`src/rtl/operand_join_buffer_join_fifo.sv`:
```
// One side of the operand join: a circular FIFO with an occupancy level.
// A push into a full FIFO is accepted only when a pop frees a slot on the same edge.
module join_fifo #(
    parameter int N = 16,
    parameter int DEPTH = 4,
    localparam int AW = $clog2(DEPTH)
) (
    input  logic          CLK,
    input  logic          RST,
    input  logic          push,
    input  logic [N-1:0]  din,
    input  logic          pop,
    output logic [N-1:0]  head,
    output logic [AW:0]   level,
    output logic          full,
    output logic          drop
);

    logic [N-1:0]  mem [DEPTH];
    logic [AW-1:0] wr_ptr;
    logic [AW-1:0] rd_ptr;
    logic          accept;

    assign full   = (level == (AW+1)'(DEPTH));
    assign accept = push && (!full || pop);
    assign drop   = push && full && !pop;
    assign head   = mem[rd_ptr];

    always_ff @(posedge CLK) begin
        if (!RST && accept) begin
            mem[wr_ptr] <= din;
        end
    end

    always_ff @(posedge CLK) begin
        if (RST) begin
            wr_ptr <= '0;
            rd_ptr <= '0;
            level  <= '0;
        end else begin
            if (accept) begin
                wr_ptr <= wr_ptr + AW'(1);
            end
            if (pop) begin
                rd_ptr <= rd_ptr + AW'(1);
            end
            if (accept && !pop) begin
                level <= level + (AW+1)'(1);
            end else if (pop && !accept) begin
                level <= level - (AW+1)'(1);
            end
        end
    end

endmodule

```
`src/rtl/operand_join_buffer.sv`:
```
// Buffers two independently timed operand streams and re-emits them as
// cycle-aligned pairs for two-operand dataflow operators.
module operand_join_buffer #(
    parameter int N = 16,
    parameter int DEPTH = 4,
    localparam int AW = $clog2(DEPTH)
) (
    input  logic          CLK,
    input  logic          RST,
    input  logic          EN,
    input  logic          R_IN1,
    input  logic [N-1:0]  D_IN1,
    input  logic          R_IN2,
    input  logic [N-1:0]  D_IN2,
    output logic          R_OUT1,
    output logic [N-1:0]  D_OUT1,
    output logic          R_OUT2,
    output logic [N-1:0]  D_OUT2,
    output logic [AW:0]   LEVEL1,
    output logic [AW:0]   LEVEL2,
    output logic          FULL1,
    output logic          FULL2,
    output logic          OVF
);

    logic         pop;
    logic         drop1;
    logic         drop2;
    logic [N-1:0] head1;
    logic [N-1:0] head2;
    logic         out_valid;

    // Both heads leave together, so a pop needs an operand waiting on each side.
    assign pop = EN && (LEVEL1 != '0) && (LEVEL2 != '0);

    join_fifo #(.N(N), .DEPTH(DEPTH)) u_fifo1 (
        .CLK   (CLK),
        .RST   (RST),
        .push  (R_IN1),
        .din   (D_IN1),
        .pop   (pop),
        .head  (head1),
        .level (LEVEL1),
        .full  (FULL1),
        .drop  (drop1)
    );

    join_fifo #(.N(N), .DEPTH(DEPTH)) u_fifo2 (
        .CLK   (CLK),
        .RST   (RST),
        .push  (R_IN2),
        .din   (D_IN2),
        .pop   (pop),
        .head  (head2),
        .level (LEVEL2),
        .full  (FULL2),
        .drop  (drop2)
    );

    always_ff @(posedge CLK) begin
        if (RST) begin
            out_valid <= 1'b0;
            D_OUT1    <= '0;
            D_OUT2    <= '0;
            OVF       <= 1'b0;
        end else begin
            // EN low stalls the output registers; pushes still proceed.
            if (EN) begin
                out_valid <= pop;
                if (pop) begin
                    D_OUT1 <= head1;
                    D_OUT2 <= head2;
                end
            end
            if (drop1 || drop2) begin
                OVF <= 1'b1;
            end
        end
    end

    assign R_OUT1 = out_valid;
    assign R_OUT2 = out_valid;

endmodule
```
`config.mk`:
```
export PLATFORM = sky130hd
export DESIGN_NAME = operand_join_buffer
export DESIGN_NICKNAME = d
export VERILOG_FILES = /design/src/rtl/operand_join_buffer_join_fifo.sv /design/src/rtl/operand_join_buffer.sv
export SDC_FILE = /design/constraint.sdc
export NUM_CORES = 1
export LEC_CHECK = 0
export CAP_MARGIN = 20
export CORE_MARGIN = 3
export CORE_UTILIZATION = 36
export CTS_BUF_LIST = sky130_fd_sc_hd__clkbuf_4
export CTS_CLUSTER_SIZE = 40
export DETAILED_ROUTE_END_ITERATION = 6
export PLACE_DENSITY = 0.53
export REMOVE_ABC_BUFFERS = 1
export SLEW_MARGIN = 40
export SYNTH_ARGS = -nofsm -noshare
export SYNTH_HDL_FRONTEND = slang
export SYNTH_SLANG_ARGS = --single-unit
```
`constraint.sdc`:
```
create_clock -name CLK -period 2.2 [get_ports CLK]
set_input_delay 0.22 -clock CLK [delete_from_list [all_inputs] [get_ports CLK]]
set_output_delay 0.22 -clock CLK [all_outputs]
set_load 0.005 [all_outputs]
```
==> metrics.md <==
| Metric | Value |
|---|---|
| Number of synthesized register bits | `176` |
| TritonCTS buffer count | `17` |
| Final Hold Vio Count | `0` |
| Clock buffer depth | `2` |
| Critical Path Sink Type | `register` |
| # port buffers | `79` |
| Final core occ | `0.4605` |
| Startpoint Class | `register` |
| Critical path arrival | `2.61 ns` |
| Async SR Flop Fraction | `0` |
| Routed WL per cell | `18.29 um` |
| Post-synth top area share | `0.5600` |
| Worst setup startpoint | `u_fifo1.level[2]` |
| Drt pass-1 iters | `4` |
| Via count | `3,848` |
| CTS Root Cell | `clkbuf_4` |
| Core Footprint | `0.01833 sq mm` |
| Initial core utilization | `0.3744` |
| Starting DRT DRC Count | `269` |
| Status | `complete, no violations` |
| Synth top cells by count | `edfxtp_1, dfxtp_1, a21oi_1` |
| Vias in the first global route | `3,911` |
| Syn Area/Cell | `16.38 sq um` |
| Top Ports | `80` |
| CTS tree | `built` |
| Antenna violations before repair | `1` |
| Std-Cell Rows | `49` |
| Slew Limit Fails | `0` |
| All-Layer GR Usage | `0.1380` |
| Clk Latency, worst-skew pair | `0.54 ns` |
| Post-CTS setup buffer count | `0` |
| Number of synthesized flops with an enable pin | `128` |
| Worst Setup EP | `u_fifo2.level[2]` |
| P_int | `6.032 mW` |
| Yosys top cell by area | `edfxtp_1` |
| Maximum vdd drop | `0.4120 mV` |
| Logic pwr share | `0.303` |
| Reg2Reg Depth | `8` |
| Part of the power in registers | `0.459` |
| Worst r2r dst | `u_fifo2.level[2]` |
| RSZ-0062 raised after global routing | `yes` |
| Post_cts resized | `0` |
| Die ar. | `0.02076 sq mm` |
| Flop-to-flop setup slack | `0.08 ns` |
| Final Power | `8.808 mW` |
| Slew HR | `0.5981` |
| Synth area leaders | `edfxtp_1, dfxtp_1, mux4_2` |
| Final RePlAce weighted congestion | `0.7531` |
| Area Overhead vs Synth | `22.99%` |
| Mapped Area | `0.006864 sq mm` |
| Die H | `144.1 um` |
| HPWL after detailed placement | `8.081 mm` |
| Vias per cell | `5.083` |
| LEAKAGE | `2.769 nW` |
| Final setup skew | `0.02063 ns` |
| Clk network pwr share | `0.238` |
| Clk pin slew, worst setup/hold paths | `0.15 ns` |
| Die X | `144.1 um` |
| Overflow after GRT | `0` |
| Final Cycle Share | `0.9636` |
| Setup TNS Final | `0 ns` |
| Switching share of total power | `0.3152` |
| Hold slack | `0.1351 ns` |
| Largest net degree at the start of global routing | `49` |
| Worst EP required | `2.69 ns` |
| Mapped Cells | `419` |
| Max Cap Viol | `0` |
| Fmax | `471.7 MHz` |
| Count of cell types in the netlist | `34` |
| Most frequent cell after synthesis | `edfxtp_1` |
| Worst setup path class | `reg -> reg` |
| Seq/Total Area, Yosys | `0.7000` |
| First-pass GRT wire length | `21.34 mm` |
| CTS Sinks | `176` |
| Slew @ Worst Pin | `0.6028 ns` |
| Fin crit period | `2.120 ns` |
| P per Cell Area | `1043 mW/mm^2` |
| Drt drc | `0` |
| Sw Pwr | `2.776 mW` |
| R2R Path Start | `u_fifo1.level[2]` |
| CTS H-tree lvls | `4` |
| Hold Buf Count CTS | `0` |
| Ys Warns | `0` |
| Share of cells above drive strength 1 | `0.1784` |
| Post-DRT Antenna Nets | `0` |
| Hold Crit Class | `in -> reg` |
| Most used DFF post-synth | `edfxtp_1` |
| Setup Viol. Count Final | `0` |
| Critical Path Fanout Max | `6` |
| Post-Route WL | `13.85 mm` |
| Nets | `563` |
worst max-delay path, cell delays in order (launching register included):
cell     delay, ns
dfxtp_2       0.38
o31a_2        0.37
nand2_2       0.10
ha_1          0.18
inv_1         0.06
fa_1          0.38
xor2_1        0.16
or3_1         0.32
a21oi_1       0.14
power by group through the flow:
stage	registers, mW	clock network, mW	logic, mW
floorplan	4.22	0	1.19
global route	4.08	2.32	2.92
global placement	4.10	0	2.66
finish	4.04	2.09	2.67
detailed placement	4.12	0	2.69
CTS	4.05	2.17	2.70
state kept, by name, indices dropped and copies added, names as in the netlist:
signal / cells
D_OUT1: 16
D_OUT2: 16
OVF: 1
R_OUT1: 1
u_fifo1.level: 3
u_fifo1.mem: 64
u_fifo1.rd_ptr: 2
u_fifo1.wr_ptr: 2
u_fifo2.level: 3
u_fifo2.mem: 64
u_fifo2.rd_ptr: 2
u_fifo2.wr_ptr: 2
cell type report:
cell class	count	area, sq um
clock buffers	17	127.6
repair buffers	107	1109
well taps	229	286.5
multi-input cells	203	1853
fillers	1607	9889
clock inverters	15	220.2
diodes	1	2.502
flip-flops and latches	176	4810
inverters	9	33.78
cell usage in the layout, fill, tap and decap left out, types with 4 or more instances in the layout:
cell / count
nand2_1: 4
dfxtp_1: 44
inv_6: 4
o21ai_1: 34
bufinv_16: 4
clkbuf_4: 17
mux4_1: 13
nand3_1: 35
inv_1: 7
and3_1: 8
xor2_1: 4
mux4_2: 19
edfxtp_1: 128
dfxtp_2: 4
buf_4: 19
buf_12: 9
clkdlybuf4s50_1: 78
ha_1: 10
a21oi_1: 40
mux2i_1: 4
nor2_1: 8
layer usage:
layer / wire, um / vias up / GRT usage
met5: 0 / - / 0
met4: 113 / 0 / 0.03865
met3: 537 / 8 / 0.03638
met2: 7289 / 63 / 0.2430
met1: 5907 / 1943 / 0.1678
li1: - / 1834 / -
logic make-up (layout without fill, tap and decap cells):
kind of cell | Yosys count | count (layout) | synth area share
compound gates | 84 | 84 | 0.06599
xor+xnor | 4 | 4 | 0.005103
fa+ha+maj | 12 | 12 | 0.02406
buf+inv | 40 | 148 | 0.03354
flops | 176 | 176 | 0.7000
mux | 38 | 38 | 0.1212
other cells | 0 | 1 | 0
simple gates | 65 | 65 | 0.05013
how the worst min path moves through the flow:
stage	depth (start not counted)	startpoint	slack [ns]	end
3_5_place_dp	2	D_OUT1[1]	0.47	D_OUT1[1]
5_1_grt	4	RST	0.14	u_fifo1.wr_ptr[1]
2_1_floorplan	1	RST	0.29	D_OUT1[0]
6_report	4	RST	0.14	u_fifo2.wr_ptr[1]
3_3_place_gp	2	D_OUT2[13]	0.47	D_OUT2[13]
4_1_cts	4	RST	0.09	u_fifo2.wr_ptr[1]
stage by stage:
stage                     std cells  setup WS [ns]  area [sq um]
after floorplan                 388        -0.9838          6668
final                           757        0.08013          8442
after global placement          724        -0.1395          8078
after detailed placement        724        -0.1888          8079
after global routing            757       -0.03115          8442
after CTS                       756        0.02844          8427
Power figures use the tool's default switching activity.
==> variant, RTL diff (same settings) <==
`N` is set to 16 in 2 places; all go to 32.
--- a/src/rtl/operand_join_buffer_join_fifo.sv
+++ b/src/rtl/operand_join_buffer_join_fifo.sv
@@ -1,7 +1,7 @@
 // One side of the operand join: a circular FIFO with an occupancy level.
 // A push into a full FIFO is accepted only when a pop frees a slot on the same edge.
 module join_fifo #(
-    parameter int N = 16,
+    parameter int N = 32,
     parameter int DEPTH = 4,
     localparam int AW = $clog2(DEPTH)
 ) (
--- a/src/rtl/operand_join_buffer.sv
+++ b/src/rtl/operand_join_buffer.sv
@@ -1,7 +1,7 @@
 // Buffers two independently timed operand streams and re-emits them as
 // cycle-aligned pairs for two-operand dataflow operators.
 module operand_join_buffer #(
-    parameter int N = 16,
+    parameter int N = 32,
     parameter int DEPTH = 4,
     localparam int AW = $clog2(DEPTH)
 ) (
Interface: changed (resized D_IN1, D_IN2, D_OUT1 and D_OUT2); port bits go from 80 to 144. No check against the original RTL was run, so the function may have changed too.
==> variant against the unedited design <==
Global-route usage increased by 1.8 points. First-iteration DRC count grew 38%. Sequential cell count up 160. Power grew 100%. Synthesized area up 84%. Worst setup slack gained 5.6 ps. Maximum frequency rose by 0.27%. Final area rose by 90%. Wire length up 110%. Critical path type unchanged.
==> variant: results (changes against the unedited design) <==
[global_route]
grt_pass1_vias=7937  ; +100%
grt_max_degree=81  ; +65%
antenna_found_initial=2  ; +1
grt_first_pass_wirelength_um=45700  ; +110%

[clocking]
cts_buffers=89  ; +72
clk_latency_ps=730  ; +190 ps
htreeDepth=3  ; -1

[final_layout]
drive_above_1_share=0.268  ; +0.0891
final.fill_count=3057  ; +90%

[synth]
yosysSeqAreaShare=0.735  ; +0.0348
synth_edf_count=256  ; +100%
synthMuxAreaShare=0.120  ; -0.00107
synth_compound_area_frac=0.0619  ; -0.00413
yosys-top-cells-count=256 x edfxtp_1, 80 x dfxtp_1, 72 x a21oi_1
synth_fa_ha_area_frac=0.0131  ; -0.0110
synth_xor_area_frac=0.00277  ; -0.00233

[run_status]
status=finished, final reports clean

[detailed_routing]
wl_per_cell_um=19.4  ; +6.3%
dr.pass1.iters=6  ; +2
drtIter0Drc=371  ; +38%

[placed_design]
place_congestion=0.690  ; -8.4%
place_area_mm2=0.0148  ; +83%
hpwl_um=15900  ; +97%

[power_and_ir_drop]
power_leakage_nw=5.28  ; +91%

[sta]
max_slew_margin=0.513  ; -0.0855
final.setup_skew_ps=57.3  ; +36.7 ps

## variant: changes by cell type after synthesis, sizes merged
cell / delta
nand3: +31
a21oi: +32
mux4: +32
buf: +11
o21ai: +32
dfxtp: +32
clkbuf: +13
or3: +1
edfxtp: +128
## variant: worst max path at each step
stage | start | end | slack [ps] | cells past startpoint
2_1_floorplan | u_fifo1.level[0] | u_fifo2.level[2] | -920 | 8
3_3_place_gp | EN | u_fifo1.level[2] | -160 | 9
3_5_place_dp | EN | u_fifo1.level[2] | -200 | 9
4_1_cts | u_fifo1.level[2] | u_fifo2.level[2] | 20 | 8
5_1_grt | u_fifo1.level[0] | u_fifo1.level[2] | -0.8 | 9
6_report | u_fifo1.level[2] | u_fifo2.level[2] | 90 | 8
## variant: stage by stage
stage,hold WS (ps),worst slack [ps],utilization,cells,TNS [ps]
final,126,85.8,0.472,1480,0
after global routing,80.4,-0.766,0.472,1479,-0.766
after CTS,36.8,16.8,0.472,1475,0
after detailed placement,466,-200,0.435,1306,-366
after global placement,463,-165,0.435,1306,-263
after floorplan,289,-921,-,676,-107740
## variant: cell families (layout without fill, tap and decap cells)
| group | after synthesis | count (layout) |
|---|---|---|
| compound gates | 148 | 148 |
| xor+xnor | 4 | 4 |
| fa+ha+maj | 12 | 12 |
| buf+inv | 64 | 361 |
| flops | 336 | 336 |
| mux | 70 | 70 |
| other cells | 0 | 4 |
| simple gates | 97 | 97 |
## variant: report_power, final
group	switching [mW]	leakage, nW	total, mW	internal [mW]
Combinational	2.44	1.58	4.37	1.93
Clock	2.51	0.723	5.61	3.10
Sequential	0.327	2.98	7.73	7.40
Total	5.28	5.28	17.7	12.4
## variant: area by class of cell
| cell class | count | area [um2] | area share |
|---|---|---|---|
| Antenna cell | 4 | 10.0 | 0.000623 |
| Clock buffer | 138 | 1040 | 0.0645 |
| Clock inverter | 30 | 175 | 0.0109 |
| Inverter | 9 | 33.8 | 0.00210 |
| Multi-Input combinational cell | 331 | 3050 | 0.190 |
| Sequential cell | 336 | 9300 | 0.579 |
| Tap cell | 448 | 561 | 0.0349 |
| Timing Repair Buffer | 184 | 1910 | 0.119 |
## variant: metal layers
metal,up-vias,share of wire,track usage
met1,3645,0.43,0.191
met4,2,0.017,0.0533
met5,-,0.00045,0
met2,210,0.50,0.266
li1,3402,-,-
met3,45,0.059,0.0457
## variant: timing repair
item,CTS,global route
endpoints found under the hold margin,2,0
buffers inserted,0,1
pin swaps,0,1
gates resized for setup,5,4
setup endpoints to repair,3,3
hold buffers,1,0
## variant: critical path, cell delays in order (launching register included)
cell	delay [ps]
dfxtp_2	350
o31a_2	370
nand2_2	100
ha_1	170
inv_1	60
fa_1	380
xor2_1	180
or3_1	300
a21oi_1	140
